### src/rtl/rs_adder_scheduler.sv
// rs_adder_scheduler: issue scheduler for the 8-row adder reservation station.
// Allocates free rows, tracks operand tags with CDB wakeup, dispatches the
// oldest ready row to a pipelined adder and reports completion by row tag.
//
// Ports:
//   Clock, Resetn            clock, asynchronous active-low reset
//   alloc_valid/qj/qk        decoded instruction and its operand producer tags
//   alloc_ready, alloc_idx   row availability and the lowest free row index
//   cdb_valid, cdb_tag       common-data-bus broadcast
//   issue_valid, issue_idx   oldest ready row offered to the adder
//   fu_ready                 adder accepts the offer this cycle
//   flush                    squash all rows and in-flight operations
//   done_valid, done_tag     completion pulse with the finishing row's tag
//   Busy                     per-row occupancy
module rs_adder_scheduler #(
    parameter int unsigned TAG_W    = 4,
    parameter int unsigned TAG_BASE = 1,
    parameter int unsigned ADD_LAT  = 2
) (
    input  logic             Clock,
    input  logic             Resetn,
    input  logic             alloc_valid,
    input  logic [TAG_W-1:0] alloc_qj,
    input  logic [TAG_W-1:0] alloc_qk,
    output logic             alloc_ready,
    output logic [2:0]       alloc_idx,
    input  logic             cdb_valid,
    input  logic [TAG_W-1:0] cdb_tag,
    output logic             issue_valid,
    output logic [2:0]       issue_idx,
    input  logic             fu_ready,
    input  logic             flush,
    output logic             done_valid,
    output logic [TAG_W-1:0] done_tag,
    output logic [7:0]       Busy
);

    localparam int unsigned ENTRIES = 8;
    localparam int unsigned IDX_W   = 3;

    // Row state
    logic [ENTRIES-1:0] busy_q, busy_d;
    logic [ENTRIES-1:0] exec_q, exec_d;
    logic [TAG_W-1:0]   qj_q [ENTRIES];
    logic [TAG_W-1:0]   qj_d [ENTRIES];
    logic [TAG_W-1:0]   qk_q [ENTRIES];
    logic [TAG_W-1:0]   qk_d [ENTRIES];
    // older_q[i][j] set means row j was allocated before row i
    logic [ENTRIES-1:0] older_q [ENTRIES];
    logic [ENTRIES-1:0] older_d [ENTRIES];

    // Adder latency pipe; the last stage is the completing operation
    logic [ADD_LAT-1:0] pipe_vld_q, pipe_vld_d;
    logic [IDX_W-1:0]   pipe_idx_q [ADD_LAT];
    logic [IDX_W-1:0]   pipe_idx_d [ADD_LAT];

    logic [ENTRIES-1:0] ready_c;
    logic [ENTRIES-1:0] oldest_c;
    logic [IDX_W-1:0]   done_idx_c;
    logic               alloc_fire_c;
    logic               issue_fire_c;

    assign Busy = busy_q;

    // Lowest free row
    always_comb begin
        alloc_ready = ~&busy_q;
        alloc_idx   = '0;
        for (int i = int'(ENTRIES) - 1; i >= 0; i--) begin
            if (!busy_q[i]) alloc_idx = IDX_W'(i);
        end
    end

    // Oldest-ready select: a ready row with no older ready row
    always_comb begin
        ready_c  = '0;
        oldest_c = '0;
        for (int i = 0; i < int'(ENTRIES); i++) begin
            ready_c[i] = busy_q[i] & ~exec_q[i] & (qj_q[i] == '0) & (qk_q[i] == '0);
        end
        for (int i = 0; i < int'(ENTRIES); i++) begin
            oldest_c[i] = ready_c[i] & ~|(older_q[i] & ready_c);
        end
        issue_valid = |ready_c;
        issue_idx   = '0;
        for (int i = int'(ENTRIES) - 1; i >= 0; i--) begin
            if (oldest_c[i]) issue_idx = IDX_W'(i);
        end
    end

    // Completion comes straight off the registered pipe tail
    always_comb begin
        done_valid = pipe_vld_q[ADD_LAT-1];
        done_idx_c = pipe_idx_q[ADD_LAT-1];
        done_tag   = done_valid ? (TAG_W'(TAG_BASE) + TAG_W'(done_idx_c)) : '0;
    end

    // Next-state: wakeup, alloc, issue, completion, then flush overrides all
    always_comb begin
        busy_d       = busy_q;
        exec_d       = exec_q;
        qj_d         = qj_q;
        qk_d         = qk_q;
        older_d      = older_q;
        pipe_vld_d   = pipe_vld_q;
        pipe_idx_d   = pipe_idx_q;
        alloc_fire_c = alloc_valid & alloc_ready;
        issue_fire_c = issue_valid & fu_ready;

        if (cdb_valid && (cdb_tag != '0)) begin
            for (int i = 0; i < int'(ENTRIES); i++) begin
                if (busy_q[i] && (qj_q[i] == cdb_tag)) qj_d[i] = '0;
                if (busy_q[i] && (qk_q[i] == cdb_tag)) qk_d[i] = '0;
            end
        end

        // New row is younger than every row currently resident
        if (alloc_fire_c) begin
            busy_d[alloc_idx]  = 1'b1;
            exec_d[alloc_idx]  = 1'b0;
            qj_d[alloc_idx]    = (cdb_valid && (cdb_tag == alloc_qj)) ? '0 : alloc_qj;
            qk_d[alloc_idx]    = (cdb_valid && (cdb_tag == alloc_qk)) ? '0 : alloc_qk;
            older_d[alloc_idx] = busy_q;
            for (int i = 0; i < int'(ENTRIES); i++) begin
                older_d[i][alloc_idx] = 1'b0;
            end
        end

        if (issue_fire_c) exec_d[issue_idx] = 1'b1;

        pipe_vld_d[0] = issue_fire_c;
        pipe_idx_d[0] = issue_idx;
        for (int s = 1; s < int'(ADD_LAT); s++) begin
            pipe_vld_d[s] = pipe_vld_q[s-1];
            pipe_idx_d[s] = pipe_idx_q[s-1];
        end

        // Freed row drops out of the age ordering entirely
        if (done_valid) begin
            busy_d[done_idx_c]  = 1'b0;
            exec_d[done_idx_c]  = 1'b0;
            older_d[done_idx_c] = '0;
            for (int i = 0; i < int'(ENTRIES); i++) begin
                older_d[i][done_idx_c] = 1'b0;
            end
        end

        if (flush) begin
            busy_d     = '0;
            exec_d     = '0;
            pipe_vld_d = '0;
            for (int i = 0; i < int'(ENTRIES); i++) begin
                older_d[i] = '0;
            end
        end
    end

    // State registers
    always_ff @(posedge Clock or negedge Resetn) begin
        if (!Resetn) begin
            busy_q     <= '0;
            exec_q     <= '0;
            pipe_vld_q <= '0;
            for (int i = 0; i < int'(ENTRIES); i++) begin
                qj_q[i]    <= '0;
                qk_q[i]    <= '0;
                older_q[i] <= '0;
            end
            for (int s = 0; s < int'(ADD_LAT); s++) begin
                pipe_idx_q[s] <= '0;
            end
        end else begin
            busy_q     <= busy_d;
            exec_q     <= exec_d;
            pipe_vld_q <= pipe_vld_d;
            qj_q       <= qj_d;
            qk_q       <= qk_d;
            older_q    <= older_d;
            pipe_idx_q <= pipe_idx_d;
        end
    end

endmodule

### config.mk
export PLATFORM = sky130hd
export DESIGN_NAME = rs_adder_scheduler
export DESIGN_NICKNAME = d
export VERILOG_FILES = /design/src/rtl/rs_adder_scheduler.sv
export SDC_FILE = /design/constraint.sdc
export NUM_CORES = 1
export LEC_CHECK = 0
export CELL_PAD_IN_SITES_DETAIL_PLACEMENT = 0
export CELL_PAD_IN_SITES_GLOBAL_PLACEMENT = 2
export CORE_MARGIN = 1
export CORE_UTILIZATION = 41
export DETAILED_ROUTE_END_ITERATION = 7
export DONT_BUFFER_PORTS = 1
export PLACE_DENSITY = 0.84
export SYNTH_ARGS = -nofsm -noshare
export SYNTH_HDL_FRONTEND = slang
export SYNTH_SLANG_ARGS = --single-unit
### constraint.sdc
create_clock -name Clock -period 3 [get_ports Clock]
set_clock_uncertainty 0.15 [all_clocks]
set_input_delay 0.3 -clock Clock [delete_from_list [all_inputs] [get_ports Clock]]
set_output_delay 0.3 -clock Clock [all_outputs]
set_load 0.01 [all_outputs]
Word-level counts from Yosys, hierarchy flattened
Index checks and enable logic that the tools add are counted.
Widths: inputs -> output; s select.
{"block": "word_totals", "ff_bits": 152, "input_bits": 18, "wordCells": 260}
{"block": "classes", "n_addsub": 1, "magnitude_cmp": 10, "eq_ne": 18, "n_mux": 65, "bitwise_logic": 77, "n_reduce_logical": 60}
{"op": "$and 8x8->8", "n": 27}
{"op": "$mux 64", "n": 3}
{"op": "$mux 32", "n": 4}
{"op": "$mux 4", "n": 20}
{"op": "$eq 4x4->1", "n": 18}
{"op": "$mux 8", "n": 9}
{"op": "$reduce_or 8->1", "n": 9}
{"op": "$and 64x64->64", "n": 1}
{"op": "$bwmux 32", "n": 2}
{"op": "$bwmux 64", "n": 1}
{"op": "$logic_not 4->1", "n": 16}
{"op": "$not 64->64", "n": 1}
{"op": "$demux 8 s3", "n": 2}
{"op": "$mux 3", "n": 16}
{"op": "$and 1x1->1", "n": 34}
{"op": "$logic_and 1x1->1", "n": 24}
{"op": "$not 8->8", "n": 2}
{"op": "$or 8x8->8", "n": 2}
{"op": "$demux 4 s3", "n": 1}
{"op": "$lt 3x4->1 const B", "n": 3}
{"op": "$demux 1 s3", "n": 3}
{"op": "$ge 3x1->1 const B", "n": 3}
{"op": "$logic_not 1->1", "n": 9}
{"op": "$ge 4x4->1 const B", "n": 2}
{"op": "8 further kinds", "n": 19}

Logic depth before layout (Yosys ltp)
Gate-level depths: netlist of run 1.
{"block": "depth", "ltp_word": 25, "ltp_mapped": 11, "depth_no_buf": 9}

Least setup slack after synthesis of run 1
OpenSTA, ideal clock, no wires.
{"block": "synth_path", "path_kind": "flip-flop to output port", "start": "reg busy_q[3] (netlist: Busy[3])", "end": "out issue_idx[0]", "t_arrival_ps": 2201, "setup_slack_ps": 349, "stages_incl_launch_ff": 9, "path_buffers": 2, "path_cell_list": "dfrtp_1 -> buf_2 -> nor4b_2 -> and4_1 -> a2111o_1 -> a2111oi_2 -> inv_1 -> a21oi_4 -> buf_4"}
{"item": "start, declared", "line_no": "42", "text": "logic [ENTRIES-1:0] busy_q, busy_d;"}
{"item": "start signal, assigned", "line_no": "173", "text": "busy_q <= busy_d;"}
{"item": "end, declared", "line_no": "30", "text": "output logic [2:0] issue_idx,"}

Worst setup path in the final report of run 1
{"block": "layout_path", "start": "reg qk_q[0] (netlist name)", "end": "out issue_idx[2]"}
{"block": "layout_via", "elab_chain_cells": 14, "word_cells_on_any_way": 42, "cone_classes": "mux: 8; bitwise: 17; reduce/logical: 17"}
{"item": "start, declared", "line_no": "46", "text": "logic [TAG_W-1:0] qk_q [ENTRIES];"}
{"item": "start signal, assigned", "line_no": "177", "text": "qk_q <= qk_d;"}
{"item": "$logic_not 4->1 (*)", "line_no": "79", "text": "ready_c[i] = busy_q[i] & ~exec_q[i] & (qj_q[i] == '0) & (qk_q[i] == '0);"}
{"item": "$and 1x1->1 (*)", "line_no": "79"}
{"item": "$and 8x8->8", "line_no": "82", "text": "oldest_c[i] = ready_c[i] & ~|(older_q[i] & ready_c);"}
{"item": "$reduce_or 8->1", "line_no": "82"}
{"item": "$logic_not 1->1", "line_no": "82"}
{"item": "$and 1x1->1", "line_no": "82"}
{"item": "$mux 3 (7 in series)", "line_no": "87", "text": "if (oldest_c[i]) issue_idx = IDX_W'(i);"}
{"item": "$mux 3 (*)", "line_no": "87"}
Mark *: on every way between the ends. The rest lies on a longest branch, timed or not.

==> metrics.yaml, run 1 <==
critical_path:
  crit_path_end_kind: "output pin"
  required_ns: 2.55
  path_max_fanout: 7
  crit_chain: "or4_4 -> nor3_4 -> buf_12 -> buf_6 -> a2111o_1 -> a2111oi_4 -> nor2_2 -> nand2_1 -> a21oi_2 -> buf_4"
  timing.rr.start: "qk_q[0]"
  reg2reg_slack_ns: 0.12
  cp-start-kind: "flip-flop"
  cp.arrival_ns: 2.70
  slowest_delay_ns: 0.60
  cp_slowest_cell: "or4_4"
  timing.rr.end: "exec_q[6]"
  crit_type: "flip-flop to output pin"
  worstRegToRegCells: 11
die:
  std_cell_rows: 49
  start_util_pct: 42.4
  fp.dieH_um: 139
  core_mm2: 0.0183
  die_width_um: 139
  design.die.area_mm2: 0.0195
  io_pins: 39
finish:
  antenna_cells: 0
  layoutNonFillerInstCount: 1082
  finish.utilization_pct: 50.8
  final_cell_mix: "152 x dfrtp_1, 60 x nand2_1, 60 x nor2_1, 60 x buf_4"
  drive_gt1_share_pct: 15.8
  layout_commonest_cell: "dfrtp_1"
  fin_nets: 859
  syn2layout_area_growth_pct: 19.7
logic_synthesis:
  synth_area_mm2: 0.00775
  synth_top_family_by_area: "simple AND/OR/NAND/NOR gates"
  syn_avg_cell_area_um2: 9.66
  synth_area_leaders: "dfrtp_1 49%, xor2_1 5.3%, nand3_1 3.4%"
  ys_seq_elements: 152
  synth-compound-area-share_pct: 14.5
  synth_top_area_share_pct: 49.1
  synth_cells: 802
  synth_edf_count: 0
  synth_warnings: 0
  synthAdderAreaFrac_pct: 0.161
  syn_nets: 821
  ys_seq_area_share_pct: 49.1
  synthMuxAreaShare_pct: 1.94
  synth_ff_type: "dfrtp_1"
  synthXorXnorAreaFrac_pct: 8.25
  synth_area_leader_cell: "dfrtp_1"
  ys_types: 57
  synth_simple_gate_area_share_pct: 21.8
  postSynth.asyncResetShare_pct: 100
routing:
  vias: 6700
  drc: 0
  wl_met1_um: 11900
  routed_via_density: 6.19
  met3_wirelength_um: 1730
  routed_wirelength_um: 27100
  antenna_left: 0
  wl_per_cell_um: 25.1
  dr.max_layer_used: "met4"
  dr.pass1.iters: 6
  drt_iter0_markers: 521
  route.met2.wl_um: 12700
placed_design:
  dp_hpwl_um: 18300
  place_ws_ns: -0.0228
  dpl.cell_count: 1033
  gp_congestion: 0.900
  io_buffers: 0
global_routing:
  grt_pass1_vias: 6862
  overflow: 0
  grt_usage_pct: 29.2
  grt_pass1_wl_um: 41300
  antenna_found_initial: 0
  grt_max_degree: 153
power:
  leakage_nw: 4.20
  powerDensity_mw_per_mm2: 577
  peakVddDrop_mv: 0.527
clock_tree:
  htreeDepth: 4
  clk_pin_slew_ns: 0.06
  numCtsBuffers: 17
  ctsRootBufferMaster: "clkbuf_16"
  clock_latency_ns: 0.44
  clock_sink_count: 152
  cts_hold_buf: 4
  cts_max_path_buffers: 2
  cts_tree: "built"
run:
  drv_cap: 0
sta:
  tightest_slew_ns: 1.04
  setup_tns_ns: -0.412
  final_max_slew_viol_count: 0
  post-route-period-util_pct: 105
  hold_slack_ns: -0.592
  period_needed_ns: 3.15
  finalWorstSetupSlack_ns: -0.151
  slew_headroom_pct: 30.2
  fmax_mhz: 317
  rsz0062_at_grt: "yes"
  hold_viol: 152
  finalSetupViolCount: 3
outcome:
  violations: "hold timing, setup timing"
  status: "finished, violations left"
hold_path:
  hp-class: "input port to async pin"
## where the power goes
| part | leakage, nW | switching [mW] | total, mW | internal [mW] |
|---|---|---|---|---|
| Clock | 0.352 | 0.882 | 2.69 | 1.81 |
| Combinational | 1.81 | 0.238 | 0.418 | 0.180 |
| Sequential | 2.04 | 0.102 | 2.24 | 2.14 |
## layer usage
| layer | vias to the layer above | track usage, % |
|---|---|---|
| li1 | 2978 | - |
| met1 | 3404 | 38.2 |
| met2 | 262 | 46.2 |
| met3 | 56 | 7.33 |
| met4 | 0 | 11.7 |
| met5 | - | 0 |
## cells by family (layout without fill, tap and decap cells)
group	after synthesis	after routing
multiplexers	15	15
XOR/XNOR	73	73
adder cells (fa/ha/maj)	1	1
AND/OR/NAND/NOR	313	313
AO/OA/AOI/OAI	163	164
flip-flops	152	152
buffers and inverters	85	135
## cell usage after synthesis, drive strengths merged (9+ instances only)
library cell,instances
a2111oi,14
a211oi,10
a21oi,11
a22oi,15
and3,12
buf,9
clkbuf,39
dfrtp,152
inv,37
mux2i,15
nand2,60
nand3,52
nand4,26
nor2,63
nor3,29
nor4,25
o21ai,54
o22ai,24
xnor2,26
xor2,47
## flip-flops by register name, indices dropped and copies added, names as in the netlist
signal      cells
Busy            8
pipe_vld_q      2
qj_q           32
done_idx_c      3
pipe_idx_d      3
qk_q           32
older_q        64
exec_q          8
## metrics by stage
stage | instance area [um2] | power (mW) | hold slack (ns)
6_report | 9280 | 5.35 | -0.592
5_1_grt | 9280 | 5.52 | -0.615
4_1_cts | 9230 | 5.36 | -0.608
3_5_place_dp | 8220 | 2.66 | -0.141
3_3_place_gp | 8220 | 2.64 | -0.141
2_1_floorplan | 7750 | 2.55 | -0.146
## worst max-delay path, delay by kind of cell, from the launching register on
family | cells | cell delay (ns)
flip-flops | 1 | 0.38
AO/OA/AOI/OAI | 3 | 0.39
AND/OR/NAND/NOR | 4 | 1.09
buffers and inverters | 3 | 0.40
## final cells by class
| type | count | area (um2) |
|---|---|---|
| timing repair buffer | 66 | 522 |
| sequential | 152 | 3800 |
| tap | 229 | 287 |
| multi-input combinational | 566 | 3790 |
| inverter | 37 | 139 |
| clock inverter | 13 | 297 |
| clock buffer | 19 | 433 |
| fill | 1664 | 8990 |
## what timing repair did
item | in CTS | in global routing
buffers inserted | 11 | 1
gates resized for setup | 28 | 6
endpoints found under the hold margin | 187 | 152
setup endpoints to repair | 4 | 3
pin swaps | 12 | 7
gates cloned | 1 | 0
## worst max path at each step
stage	start	endpoint	slack, ns	depth (start not counted)
after floorplan	Busy[3]	issue_idx[0]	0.35	8
after global placement	qj_q[3]	issue_idx[2]	0.004	9
after detailed placement	qj_q[3]	issue_idx[2]	-0.02	9
after CTS	qj_q[1]	issue_idx[2]	-0.10	10
after global routing	qk_q[0]	issue_idx[2]	-0.22	10
final	qk_q[0]	issue_idx[2]	-0.15	10
No activity file was read; power rests on OpenSTA's default activity.
==> run 2: changes to the inputs <==
--- a/config.mk
+++ b/config.mk
@@ -11,7 +11,7 @@
 export CORE_UTILIZATION = 41
 export DETAILED_ROUTE_END_ITERATION = 7
 export DONT_BUFFER_PORTS = 1
-export PLACE_DENSITY = 0.84
+export PLACE_DENSITY = 0.8
 export SYNTH_ARGS = -nofsm -noshare
 export SYNTH_HDL_FRONTEND = slang
 export SYNTH_SLANG_ARGS = --single-unit
==> run 2 against run 1 <==
  * The run still ends with hold timing, setup timing left
  * Wire length shrank 0.55%
  * Sequential share of layout area grew 0.62 points
  * Global-route usage shrank 0.36 points
  * Combinational power grew 4%
  * Worst setup slack lost 0.012 ns
  * Cell area shrank 1.5%
  * First-iteration DRC count grew 42%
  * Register-to-register slack lost 0.23 ns
  * Critical path type unchanged
  * Critical endpoint is now issue_idx[0]
  * Largest power group is now registers
  * Highest routed layer unchanged
==> metrics.yaml, run 2 (synthesized netlist as in run 1, its figures left out) <==
sta:
  slew_headroom_pct: 24.9
  rsz0062_at_grt: "yes"
  hold_viol: 152
  period_needed_ns: 3.16
  final_max_slew_viol_count: 0
  fmax_mhz: 316
  tightest_slew_ns: 1.12
  post-route-period-util_pct: 105
  finalSetupViolCount: 5
  finalWorstSetupSlack_ns: -0.164
  hold_slack_ns: -0.586
power:
  p_seq_share_pct: 46.4
  powerDensity_mw_per_mm2: 530
  p_sw_share_pct: 26.1
  power_switching_mw: 1.26
  leakage_nw: 4.13
  p_int_mw: 3.58
  pwr-share-clk_pct: 44.6
  peakVddDrop_mv: 0.411
  combPwrFrac_pct: 9.0
global_routing:
  overflow: 0
  grt_pass1_vias: 6776
  antenna_found_initial: 1
  grt_max_degree: 153
  grt_pass1_wl_um: 41100
  grt_usage_pct: 28.8
routing:
  routed_wirelength_um: 27000
  antenna_left: 0
  drt_iter0_markers: 741
  vias: 6623
  wl_per_cell_um: 25.0
  routed_via_density: 6.13
  drc: 0
  dr.pass1.iters: 5
outcome:
  status: "finished, violations left"
  violations: "hold timing, setup timing"
finish:
  largest_register: "older_q"
  largest_reg_flops: 64
  finish.utilization_pct: 50.0
  layout_commonest_cell: "dfrtp_1"
  fin_nets: 858
  drive_gt1_share_pct: 16.3
  final_cell_mix: "152 x dfrtp_1, 60 x nor2_1, 59 x nand2_1"
  syn2layout_area_growth_pct: 17.9
  antenna_cells: 0
  top_regs: "older_q (64), qj_q (32), qk_q (32)"
placed_design:
  io_buffers: 0
  dp_hpwl_um: 18700
  gp_congestion: 0.898
die:
  core_mm2: 0.0183
  fp.dieH_um: 139
  die_width_um: 139
  start_util_pct: 42.4
  design.die.area_mm2: 0.0195
  io_pins: 39
  std_cell_rows: 49
critical_path:
  cp.arrival_ns: 2.71
  crit_type: "flip-flop to output pin"
  required_ns: 2.55
  crit_path_end_kind: "output pin"
  path_max_fanout: 3
  cp-start-kind: "flip-flop"
clock_tree:
  clk_pin_slew_ns: 0.06
  cts_max_path_buffers: 2
  ctsRootBufferMaster: "clkbuf_16"
  htreeDepth: 4
  cts_hold_buf: 3
  cts_tree: "built"
  clock_sink_count: 152
  numCtsBuffers: 17
  clock_latency_ns: 0.43
run:
  drv_cap: 0
hold_path:
  hp-class: "input port to async pin"
run 2: layer usage:
layer  up-vias  GRT usage (%)  routed length [um]
li1       2955              -                   -
met1      3340           38.0               11500
met2       282           46.2               12700
met3        46           6.26                1940
met4         0           11.2                 838
met5         -              0                   0
run 2: power by group through the flow:
stage | combinational, mW | clock (mW) | sequential (mW)
after floorplan | 0.298 | 0 | 2.25
after global placement | 0.394 | 0 | 2.26
after detailed placement | 0.407 | 0 | 2.27
after CTS | 0.429 | 2.18 | 2.24
after global routing | 0.479 | 2.28 | 2.25
final | 0.436 | 2.16 | 2.25
run 2: path summary, 6_finish.rpt:
path / from / end / slack (ns) / cells after the start
worst max-delay path: qj_q[1] / issue_idx[0] / -0.16 / 9
worst min-delay path: Resetn / qj_q[13] / -0.59 / 0
worst max register to register: qj_q[1] / exec_q[6] / -0.11 / 13
worst min register to register: pipe_idx_d[0] / done_idx_c[0] / 0.21 / 0
max in group asynchronous: Resetn / older_q[29] / 3.07 / 0
min in group Clock: flush / older_q[38] / 0.05 / 3
run 2: metrics by stage:
stage	power [mW]	area (um2)	setup slack, ns	TNS (ns)	instances
6_report	4.84	9140	-0.164	-0.480	1081
5_1_grt	5.02	9140	-0.259	-1.21	1081
4_1_cts	4.85	9070	-0.153	-0.475	1079
3_5_place_dp	2.67	8250	-0.0641	-0.113	1037
3_3_place_gp	2.66	8250	-0.0278	-0.0278	1037
2_1_floorplan	2.55	7750	0.349	0	802
run 2: timing repair:
item                                    CTS  global route
pin swaps                                12             4
resized for setup                        31             8
endpoints found under the setup margin    8            11
buffers inserted                          7             2
hold endpoints to repair                188           152
run 2: cell type report:
class / instances / area [um2]
Inverter: 37 / 139
Clock buffer: 18 / 439
Multi-Input combinational cell: 565 / 3800
Tap cell: 229 / 287
Timing Repair Buffer: 66 / 522
Sequential cell: 152 / 3800
Clock inverter: 14 / 149
Fill cell: 1686 / 9130
run 2: worst max-delay path: stages (launching register included):
cell,delay [ns]
dfrtp_1,0.38
or4b_4,0.58
buf_4,0.17
nor4_4,0.14
nand4_1,0.19
a211oi_2,0.22
o21ba_4,0.19
o21bai_4,0.07
a21oi_4,0.20
buf_6,0.14
